`config.mk`:
```
export PLATFORM = sky130hd
export DESIGN_NAME = dsd_pcm_decimator_flat
export DESIGN_NICKNAME = d
export VERILOG_FILES = /design/src/rtl/dsd_pcm_decimator_if.sv /design/src/rtl/dsd_pcm_decimator.sv /design/src/flat_wrapper.sv
export SDC_FILE = /design/constraint.sdc
export NUM_CORES = 2
export LEC_CHECK = 0
export CAP_MARGIN = 25
export CORE_MARGIN = 2
export CORE_UTILIZATION = 45
export CTS_BUF_LIST = sky130_fd_sc_hd__clkbuf_4
export DETAILED_ROUTE_END_ITERATION = 6
export GPL_ROUTABILITY_DRIVEN = 0
export SETUP_SLACK_MARGIN = 0.2
export SLEW_MARGIN = 5
export SYNTH_ARGS = -nofsm -noshare
export SYNTH_HDL_FRONTEND = slang
export SYNTH_SLANG_ARGS = --single-unit
```
`constraint.sdc`:
```
create_clock -name clk -period 24.5 [get_ports clk]
set_input_delay 3.675 -clock clk [delete_from_list [all_inputs] [get_ports clk]]
set_output_delay 3.675 -clock clk [all_outputs]
set_load 0.005 [all_outputs]
```
`src/rtl/dsd_pcm_decimator_if.sv`:
```
`timescale 1ns/1ps
// dsd_pcm_decimator_if: upstream byte-pair stream, bit strobe and PCM/status outputs of the decimator.
// master: the stream/timing side (drives ce_bit, in_data, in_valid; observes everything else).
// slave:  the decimator itself.
interface dsd_pcm_decimator_if;
  logic               ce_bit;
  logic [15:0]        in_data;
  logic               in_valid;
  logic               in_ready;
  logic signed [15:0] pcm_l;
  logic signed [15:0] pcm_r;
  logic               out_valid;
  logic               underrun;
  logic [7:0]         underrun_cnt;
  logic               silent;

  modport master (
    output ce_bit, in_data, in_valid,
    input  in_ready, pcm_l, pcm_r, out_valid, underrun, underrun_cnt, silent
  );

  modport slave (
    input  ce_bit, in_data, in_valid,
    output in_ready, pcm_l, pcm_r, out_valid, underrun, underrun_cnt, silent
  );
endinterface

```
`src/rtl/dsd_pcm_decimator.sv`:
```
`timescale 1ns/1ps
// Purpose: stereo 1-bit DSD to signed 16-bit PCM, one 4th-order CIC per channel, decimation 2^DECIM_LOG2.
// Latency: out_valid pulses 6 clk after the ce_bit that closes a decimation period.
// Backpressure: in_ready drops while the single byte-pair hold register is full; an empty hold at a
//   byte boundary substitutes idle 0x69 on both channels and pulses underrun.
//
// Ports: clk (clk_sys), reset_n (async assert, released through a 2-flop synchroniser),
//   bus (slave modport): ce_bit, in_data {R,L} MSB first, in_valid/in_ready, pcm_l/pcm_r,
//   out_valid, underrun, underrun_cnt (saturating), silent.
// Optional feature: define DSD_SILENCE_DETECT_EN to enable the idle-pattern silence detector;
//   when undefined, silent is tied low.
module dsd_pcm_decimator #(
  parameter int DECIM_LOG2 = 6,
  parameter int SIL_RUN    = 32
) (
  input  logic              clk,
  input  logic              reset_n,
  dsd_pcm_decimator_if.slave bus
);

  localparam int W     = 4 * DECIM_LOG2 + 2;
  localparam int SHIFT = 4 * DECIM_LOG2 + 1 - 16;
  localparam logic [7:0] IDLE_BYTE = 8'h69;
  localparam logic signed [W-1:0] PCM_MAX = W'(32767);
  localparam logic signed [W-1:0] PCM_MIN = -W'(32768);

  // Reset: asserted asynchronously, released on a clk edge.
  logic [1:0] rst_pipe;
  logic       rst_n;

  always_ff @(posedge clk or negedge reset_n) begin
    if (!reset_n) rst_pipe <= 2'b00;
    else          rst_pipe <= {rst_pipe[0], 1'b1};
  end
  assign rst_n = rst_pipe[1];

  // ---------------------------------------------------------------------------
  // Input buffer and bit serialiser
  // ---------------------------------------------------------------------------
  logic [15:0] hold_q;
  logic        hold_full;
  logic [7:0]  sh_l, sh_r;
  logic [2:0]  bit_cnt;
  logic        underrun_q;
  logic [7:0]  urun_cnt_q;
  logic        boundary;
  logic        take;
  logic [15:0] ld_dat;

  assign boundary = bus.ce_bit && (bit_cnt == 3'd7);
  // hold_full gates acceptance, so an accept and a drain can never share a cycle.
  assign take     = bus.in_valid && !hold_full;
  assign ld_dat   = hold_full ? hold_q : {IDLE_BYTE, IDLE_BYTE};

  always_ff @(posedge clk or negedge rst_n) begin
    if (!rst_n) begin
      hold_q     <= '0;
      hold_full  <= 1'b0;
      sh_l       <= IDLE_BYTE;
      sh_r       <= IDLE_BYTE;
      bit_cnt    <= '0;
      underrun_q <= 1'b0;
      urun_cnt_q <= '0;
    end else begin
      underrun_q <= 1'b0;
      if (take) begin
        hold_q    <= bus.in_data;
        hold_full <= 1'b1;
      end
      if (bus.ce_bit) begin
        bit_cnt <= bit_cnt + 3'd1;
        if (boundary) begin
          // Next byte goes straight in on the strobe that consumes the last bit.
          sh_l <= ld_dat[7:0];
          sh_r <= ld_dat[15:8];
          if (hold_full) begin
            hold_full <= 1'b0;
          end else begin
            underrun_q <= 1'b1;
            if (urun_cnt_q != 8'hFF) urun_cnt_q <= urun_cnt_q + 8'd1;
          end
        end else begin
          sh_l <= {sh_l[6:0], 1'b0};
          sh_r <= {sh_r[6:0], 1'b0};
        end
      end
    end
  end

  assign bus.in_ready     = ~hold_full;
  assign bus.underrun     = underrun_q;
  assign bus.underrun_cnt = urun_cnt_q;

  // ---------------------------------------------------------------------------
  // Integrators (bit rate) and decimation counter
  // ---------------------------------------------------------------------------
  // 1 -> +1, 0 -> -1 in W-bit two's complement.
  function automatic logic [W-1:0] bit_to_step(input logic b);
    bit_to_step = {{(W-1){~b}}, 1'b1};
  endfunction

  logic [3:0][W-1:0]      int_l, int_r;
  logic [DECIM_LOG2-1:0]  dec_cnt;
  logic                   dec_go;

  // Integrators wrap modulo 2^W; the comb differences recover the exact result.
  always_ff @(posedge clk or negedge rst_n) begin
    if (!rst_n) begin
      int_l   <= '0;
      int_r   <= '0;
      dec_cnt <= '0;
      dec_go  <= 1'b0;
    end else begin
      dec_go <= bus.ce_bit && (dec_cnt == '1);
      if (bus.ce_bit) begin
        dec_cnt  <= dec_cnt + 1'b1;
        int_l[0] <= int_l[0] + bit_to_step(sh_l[7]);
        int_r[0] <= int_r[0] + bit_to_step(sh_r[7]);
        for (int k = 1; k < 4; k++) begin
          int_l[k] <= int_l[k] + int_l[k-1];
          int_r[k] <= int_r[k] + int_r[k-1];
        end
      end
    end
  end

  // ---------------------------------------------------------------------------
  // Comb chain (decimated rate, one stage per clk) and output register
  // ---------------------------------------------------------------------------
  // Stage 0 latches integrator 4 one clk after the decimating strobe; the strobe
  // spacing guarantees the integrators are stable until then.
  logic [4:0]        cv;
  logic [4:0][W-1:0] cl, cr;
  logic [4:1][W-1:0] dl, dr;

  always_ff @(posedge clk or negedge rst_n) begin
    if (!rst_n) begin
      cv <= '0;
      cl <= '0;
      cr <= '0;
      dl <= '0;
      dr <= '0;
    end else begin
      cv <= {cv[3:0], dec_go};
      if (dec_go) begin
        cl[0] <= int_l[3];
        cr[0] <= int_r[3];
      end
      for (int k = 1; k <= 4; k++) begin
        if (cv[k-1]) begin
          cl[k] <= cl[k-1] - dl[k];
          dl[k] <= cl[k-1];
          cr[k] <= cr[k-1] - dr[k];
          dr[k] <= cr[k-1];
        end
      end
    end
  end

  function automatic logic [15:0] scale_sat(input logic signed [W-1:0] v);
    logic signed [W-1:0] s;
    s = v >>> SHIFT;
    if (s > PCM_MAX)      scale_sat = 16'h7FFF;
    else if (s < PCM_MIN) scale_sat = 16'h8000;
    else                  scale_sat = s[15:0];
  endfunction

  logic [15:0] pcm_l_n, pcm_r_n;
  logic [15:0] pcm_l_q, pcm_r_q;
  logic        out_valid_q;
  logic        silent_q;

  always_comb begin
    pcm_l_n = scale_sat($signed(cl[4]));
    pcm_r_n = scale_sat($signed(cr[4]));
  end

  always_ff @(posedge clk or negedge rst_n) begin
    if (!rst_n) begin
      pcm_l_q     <= '0;
      pcm_r_q     <= '0;
      out_valid_q <= 1'b0;
    end else begin
      out_valid_q <= cv[4];
      if (cv[4]) begin
        pcm_l_q <= silent_q ? 16'h0000 : pcm_l_n;
        pcm_r_q <= silent_q ? 16'h0000 : pcm_r_n;
      end
    end
  end

  assign bus.pcm_l     = pcm_l_q;
  assign bus.pcm_r     = pcm_r_q;
  assign bus.out_valid = out_valid_q;

  // ---------------------------------------------------------------------------
  // Silence detector
  // ---------------------------------------------------------------------------
`ifdef DSD_SILENCE_DETECT_EN
  localparam logic [5:0] RUN_MAX = 6'(SIL_RUN);

  function automatic logic is_idle(input logic [7:0] b);
    is_idle = (b == 8'h69) || (b == 8'h96);
  endfunction

  logic [5:0] run_cnt;

  // Counts loaded pairs (substituted underrun pairs included); saturates at SIL_RUN.
  always_ff @(posedge clk or negedge rst_n) begin
    if (!rst_n) begin
      run_cnt  <= '0;
      silent_q <= 1'b0;
    end else if (boundary) begin
      if (is_idle(ld_dat[7:0]) && is_idle(ld_dat[15:8])) begin
        if (run_cnt != RUN_MAX)         run_cnt  <= run_cnt + 6'd1;
        if (run_cnt >= RUN_MAX - 6'd1)  silent_q <= 1'b1;
      end else begin
        run_cnt  <= '0;
        silent_q <= 1'b0;
      end
    end
  end
`else
  assign silent_q = 1'b0;
`endif

  assign bus.silent = silent_q;

endmodule

```
`src/flat_wrapper.sv`:
```
// flat-port wrapper written by rule: the top's interface ports become plain ports
module dsd_pcm_decimator_flat 
#(
  parameter int DECIM_LOG2 = 6,
  parameter int SIL_RUN    = 32
)
  (clk, reset_n, bus_ce_bit, bus_in_data, bus_in_valid, bus_in_ready, bus_pcm_l, bus_pcm_r, bus_out_valid, bus_underrun, bus_underrun_cnt, bus_silent);
  dsd_pcm_decimator_if bus_i ();
  input  logic clk;
  input  logic reset_n;
  input wire logic [$bits(bus_i.ce_bit)-1:0] bus_ce_bit;
  input wire logic [$bits(bus_i.in_data)-1:0] bus_in_data;
  input wire logic [$bits(bus_i.in_valid)-1:0] bus_in_valid;
  output wire logic [$bits(bus_i.in_ready)-1:0] bus_in_ready;
  output wire logic [$bits(bus_i.pcm_l)-1:0] bus_pcm_l;
  output wire logic [$bits(bus_i.pcm_r)-1:0] bus_pcm_r;
  output wire logic [$bits(bus_i.out_valid)-1:0] bus_out_valid;
  output wire logic [$bits(bus_i.underrun)-1:0] bus_underrun;
  output wire logic [$bits(bus_i.underrun_cnt)-1:0] bus_underrun_cnt;
  output wire logic [$bits(bus_i.silent)-1:0] bus_silent;
  assign bus_i.ce_bit = bus_ce_bit;
  assign bus_i.in_data = bus_in_data;
  assign bus_i.in_valid = bus_in_valid;
  assign bus_in_ready = bus_i.in_ready;
  assign bus_pcm_l = bus_i.pcm_l;
  assign bus_pcm_r = bus_i.pcm_r;
  assign bus_out_valid = bus_i.out_valid;
  assign bus_underrun = bus_i.underrun;
  assign bus_underrun_cnt = bus_i.underrun_cnt;
  assign bus_silent = bus_i.silent;
  dsd_pcm_decimator #(.DECIM_LOG2(DECIM_LOG2), .SIL_RUN(SIL_RUN)) u_core (.clk(clk), .reset_n(reset_n), .bus(bus_i));
endmodule
```
==> flow_metrics.py <==
metrics = {
    "setup_path": {
        "r2r_start": "u_core.sh_r[7]",
        "critPathMaxFanout": 6,
        "cpMaxStageDelayCell": "clkdlybuf4s50_1",
        "crit_type": "reg -> out",
        "arrival_ps": 2180,
        "r2r_end": "u_core.int_r[23]",
        "start_kind": "register",
        "cp.buffers_inverters": 2,
        "reg2reg_depth": 12,
        "end_kind": "primary output",
        "cpPeakStageDelay_ps": 530,
        "cp.required_ps": 20820,
        "reg2reg_setup_slack_ps": 20270,
        "path_cells": "inv_1 > clkdlybuf4s50_1",
        "path_delay_family": "buffers and inverters",
    },
    "global_route": {
        "grt_max_degree": 182,
        "grt_use_total_pct": 16.40,
        "grt_pass1_vias": 32560,
        "grt_overflow": 0,
        "grt_first_pass_wirelength_um": 151800,
        "antenna_found_initial": 2,
    },
    "sta": {
        "skew_ps": 56.74,
        "finalMaxSlewViolations": 0,
        "fmax_ghz": 0.1707,
        "finalHoldViolations": 0,
        "tightest_slew_ps": 960.3,
        "layout_setup_ws_ps": 18640,
        "grt_setup_unrepaired": "false",
        "max_slew_margin_pct": 35.98,
        "fin_crit_sh_pct": 23.91,
        "fin_crit_ps": 5858,
        "setup_tns_ps": 0,
        "setup_viol": 0,
    },
    "placed_design": {
        "dpl.hpwl_um": 59340,
        "placed_cells": 5994,
        "placed_area_sq_um": 48360,
        "dp_slack_ps": 18570,
        "numPortBuffers": 62,
    },
    "power_and_ir_drop": {
        "leakage_nw": 23.80,
        "switching_share_pct": 40.16,
        "pwr-share-clk_pct": 17.3,
        "comb_power_share_pct": 55.7,
        "pwr-share-seq_pct": 27.1,
        "total_power_mw": 6.464,
        "power_density_nw_per_um2": 126.8,
        "power_switching_mw": 2.596,
        "ir_drop_mv": 0.05501,
        "p_int_mw": 3.868,
    },
    "floorplan": {
        "dieArea_sq_um": 105600,
        "io-pin-count": 64,
        "die-height_um": 324.9,
        "num_rows": 117,
        "die_x_um": 324.9,
        "start_util_pct": 45.48,
        "coreArea_sq_um": 101900,
    },
    "layout": {
        "fillers": 9588,
        "final_cells": 6357,
        "area_growth_pct": 9.982,
        "drive_gt1_share_pct": 16.22,
        "fin_area_sq_um": 50970,
        "register_area_sq_um": 18800,
        "multi_input_area_sq_um": 25820,
        "nNetsFinal": 5266,
    },
    "drt": {
        "route.detailed.drc": 0,
        "ant_nets": 0,
        "first_pass_iters": 5,
        "wl_per_cell_um": 13.41,
        "drt-initial-drc-count": 1461,
        "finalWirelength_um": 85220,
        "avgViaCountPerCell": 5.203,
        "vias": 33070,
    },
    "cts": {
        "cts_buffers": 204,
        "postCtsResizedCells": 0,
        "cts_tree": "done",
        "cts_setup_buffers": 0,
        "clockBufferDepth": 3,
        "insertion_delay_ps": 1030,
        "root_buffer": "clkbuf_4",
        "htree_levels": 4,
        "hold_buffers": 0,
        "cts_sinks": 750,
        "clk_pin_slew_worst_paths_ps": 60,
    },
    "min_path": {
        "min_path_type": "reg -> async",
    },
    "synthesis": {
        "ys.flop_type": "dfrtp_1",
        "synth_edf_count": 0,
        "ys_seq_area_share_pct": 40.52,
        "synthCells": 4688,
        "synth_area_per_cell_sq_um": 9.885,
        "ys_warn_count": 0,
        "syn_nets": 5122,
        "synth.top_cell.area_share_pct": 40.07,
        "synth_cell_types": 84,
        "synth_area_sq_um": 46340,
        "synthArstFlopShare_pct": 100.0,
        "ys_ff_latch": 750,
        "ys_top_cells_by_area": "dfrtp_1 (40%), ha_1 (11%), mux2_2 (10%)",
        "synth_largest_area_cell": "dfrtp_1",
    },
    "run_status": {
        "outcome": "finished clean",
    },
    "run": {
        "drv_cap": 0,
    },
}
==> metrics by stage <==
| step | hold slack (ps) | utilization [%] |
|---|---|---|
| 2_1_floorplan | 331.2 | - |
| 3_3_place_gp | 264.2 | 47.45 |
| 3_5_place_dp | 269.3 | 47.47 |
| 4_1_cts | 244.1 | 50.01 |
| 5_1_grt | 261.4 | 50.02 |
| 6_report | 242.3 | 50.02 |
==> synthesized netlist by cell type, types with 8 or more instances <==
| master | count |
|---|---|
| nand3_1 | 77 |
| ha_1 | 400 |
| nor4_1 | 10 |
| o211ai_1 | 17 |
| a211oi_1 | 31 |
| a311oi_1 | 11 |
| mux2_2 | 412 |
| clkbuf_1 | 124 |
| and3_1 | 35 |
| inv_1 | 316 |
| a41oi_1 | 8 |
| o221ai_1 | 8 |
| and2_1 | 17 |
| o21bai_1 | 41 |
| a221oi_1 | 13 |
| nor4b_1 | 8 |
| xnor2_1 | 232 |
| a31oi_1 | 42 |
| o21a_1 | 45 |
| a21o_1 | 183 |
| nand4_1 | 33 |
| and4_1 | 11 |
| nand2_1 | 419 |
| nor2b_1 | 58 |
| or2_2 | 14 |
| a211o_1 | 10 |
| o21ai_0 | 371 |
| nor3_1 | 55 |
| fa_1 | 14 |
| buf_1 | 21 |
| dfrtp_1 | 742 |
| o31ai_1 | 34 |
| mux2i_1 | 14 |
| nand2b_1 | 46 |
| a31o_2 | 11 |
| dfstp_2 | 8 |
| nor2_1 | 210 |
| xor2_1 | 107 |
| a21oi_1 | 324 |
| or3_1 | 16 |
| maj3_1 | 14 |
==> cell families (layout without fill, tap and decap cells) <==
| group | Yosys count | in the layout | synth area share [%] |
|---|---|---|---|
| DFF | 750 | 750 | 40.52 |
| buffers and inverters | 463 | 757 | 3.758 |
| muxes | 426 | 426 | 10.31 |
| other | 2 | 9 | 0.01621 |
| adders and majority gates | 428 | 428 | 11.71 |
| and+or+nand+nor | 1039 | 1039 | 10.51 |
| xor gates and xnor gates | 339 | 339 | 6.407 |
| AOI/OAI and AO/OA | 1241 | 1241 | 16.76 |
==> worst reg2reg max path, delay by kind of cell, from the launching register on <==
| family | cells | cell delay, ps |
|---|---|---|
| mux | 1 | 260 |
| simple gates | 2 | 560 |
| xor+xnor | 1 | 80 |
| flops | 1 | 490 |
| buf+inv | 1 | 720 |
| fa+ha+maj | 1 | 390 |
| compound gates | 6 | 1600 |
==> cells in the final DEF, fill, tap and decap left out, types with 210 or more instances in the layout <==
| master | synthesis | layout |
|---|---|---|
| dfrtp_1 | 742 | 736 |
| inv_1 | 316 | 316 |
| mux2_2 | 412 | 412 |
| nor2_1 | 210 | 210 |
| a21oi_1 | 324 | 324 |
| xnor2_1 | 232 | 232 |
| ha_1 | 400 | 400 |
| nand2_1 | 419 | 419 |
| clkbuf_4 | 0 | 306 |
| o21ai_0 | 371 | 371 |
==> metal layers <==
metal	GRT usage (%)	up-vias	share of wire, %
li1	-	17210	-
met1	22.61	15280	51
met3	3.110	144	3.4
met5	0	-	0
met2	25.83	444	44
met4	5.646	0	1.7
==> power by group through the flow <==
stage / sequential, mW / clock, mW / combinational [mW]
floorplan: 1.69 / 0 / 3.01
global placement: 1.76 / 0 / 3.53
detailed placement: 1.77 / 0 / 3.57
CTS: 1.75 / 1.17 / 3.60
global route: 1.79 / 1.23 / 4.08
finish: 1.75 / 1.12 / 3.60
==> cell type report <==
cell class	instances	share of cell area (%)
multi-input cells	3475	50.66
flip-flops and latches	750	36.88
clock buffers	306	4.507
well taps	1368	3.358
inverters	317	2.335
repair buffers	84	1.650
clock inverters	50	0.5695
diodes	7	0.03437
==> how the worst max path moves through the flow <==
stage | cells after the start | from | slack [ps] | to
after global routing | 2 | u_core.hold_full | 18430 | bus_in_ready
after CTS | 2 | u_core.hold_full | 18410 | bus_in_ready
after floorplan | 0 | u_core.rst_pipe[1] | 2060 | u_core.bit_cnt[0]
after global placement | 8 | bus_ce_bit | 18550 | u_core.int_l[25]
final | 2 | u_core.hold_full | 18640 | bus_in_ready
after detailed placement | 8 | bus_ce_bit | 18570 | u_core.int_l[25]
==> sequential cells by signal, summed over array words and instances (netlist names), 16 cells and up <==
name / count
u_core.bus.pcm_l: 16
u_core.bus.pcm_r: 16
u_core.cl: 121
u_core.cr: 121
u_core.dl: 104
u_core.dr: 104
u_core.hold_q: 16
u_core.int_l: 104
u_core.int_r: 104
Note: power is estimated with default switching activity, not from simulation.
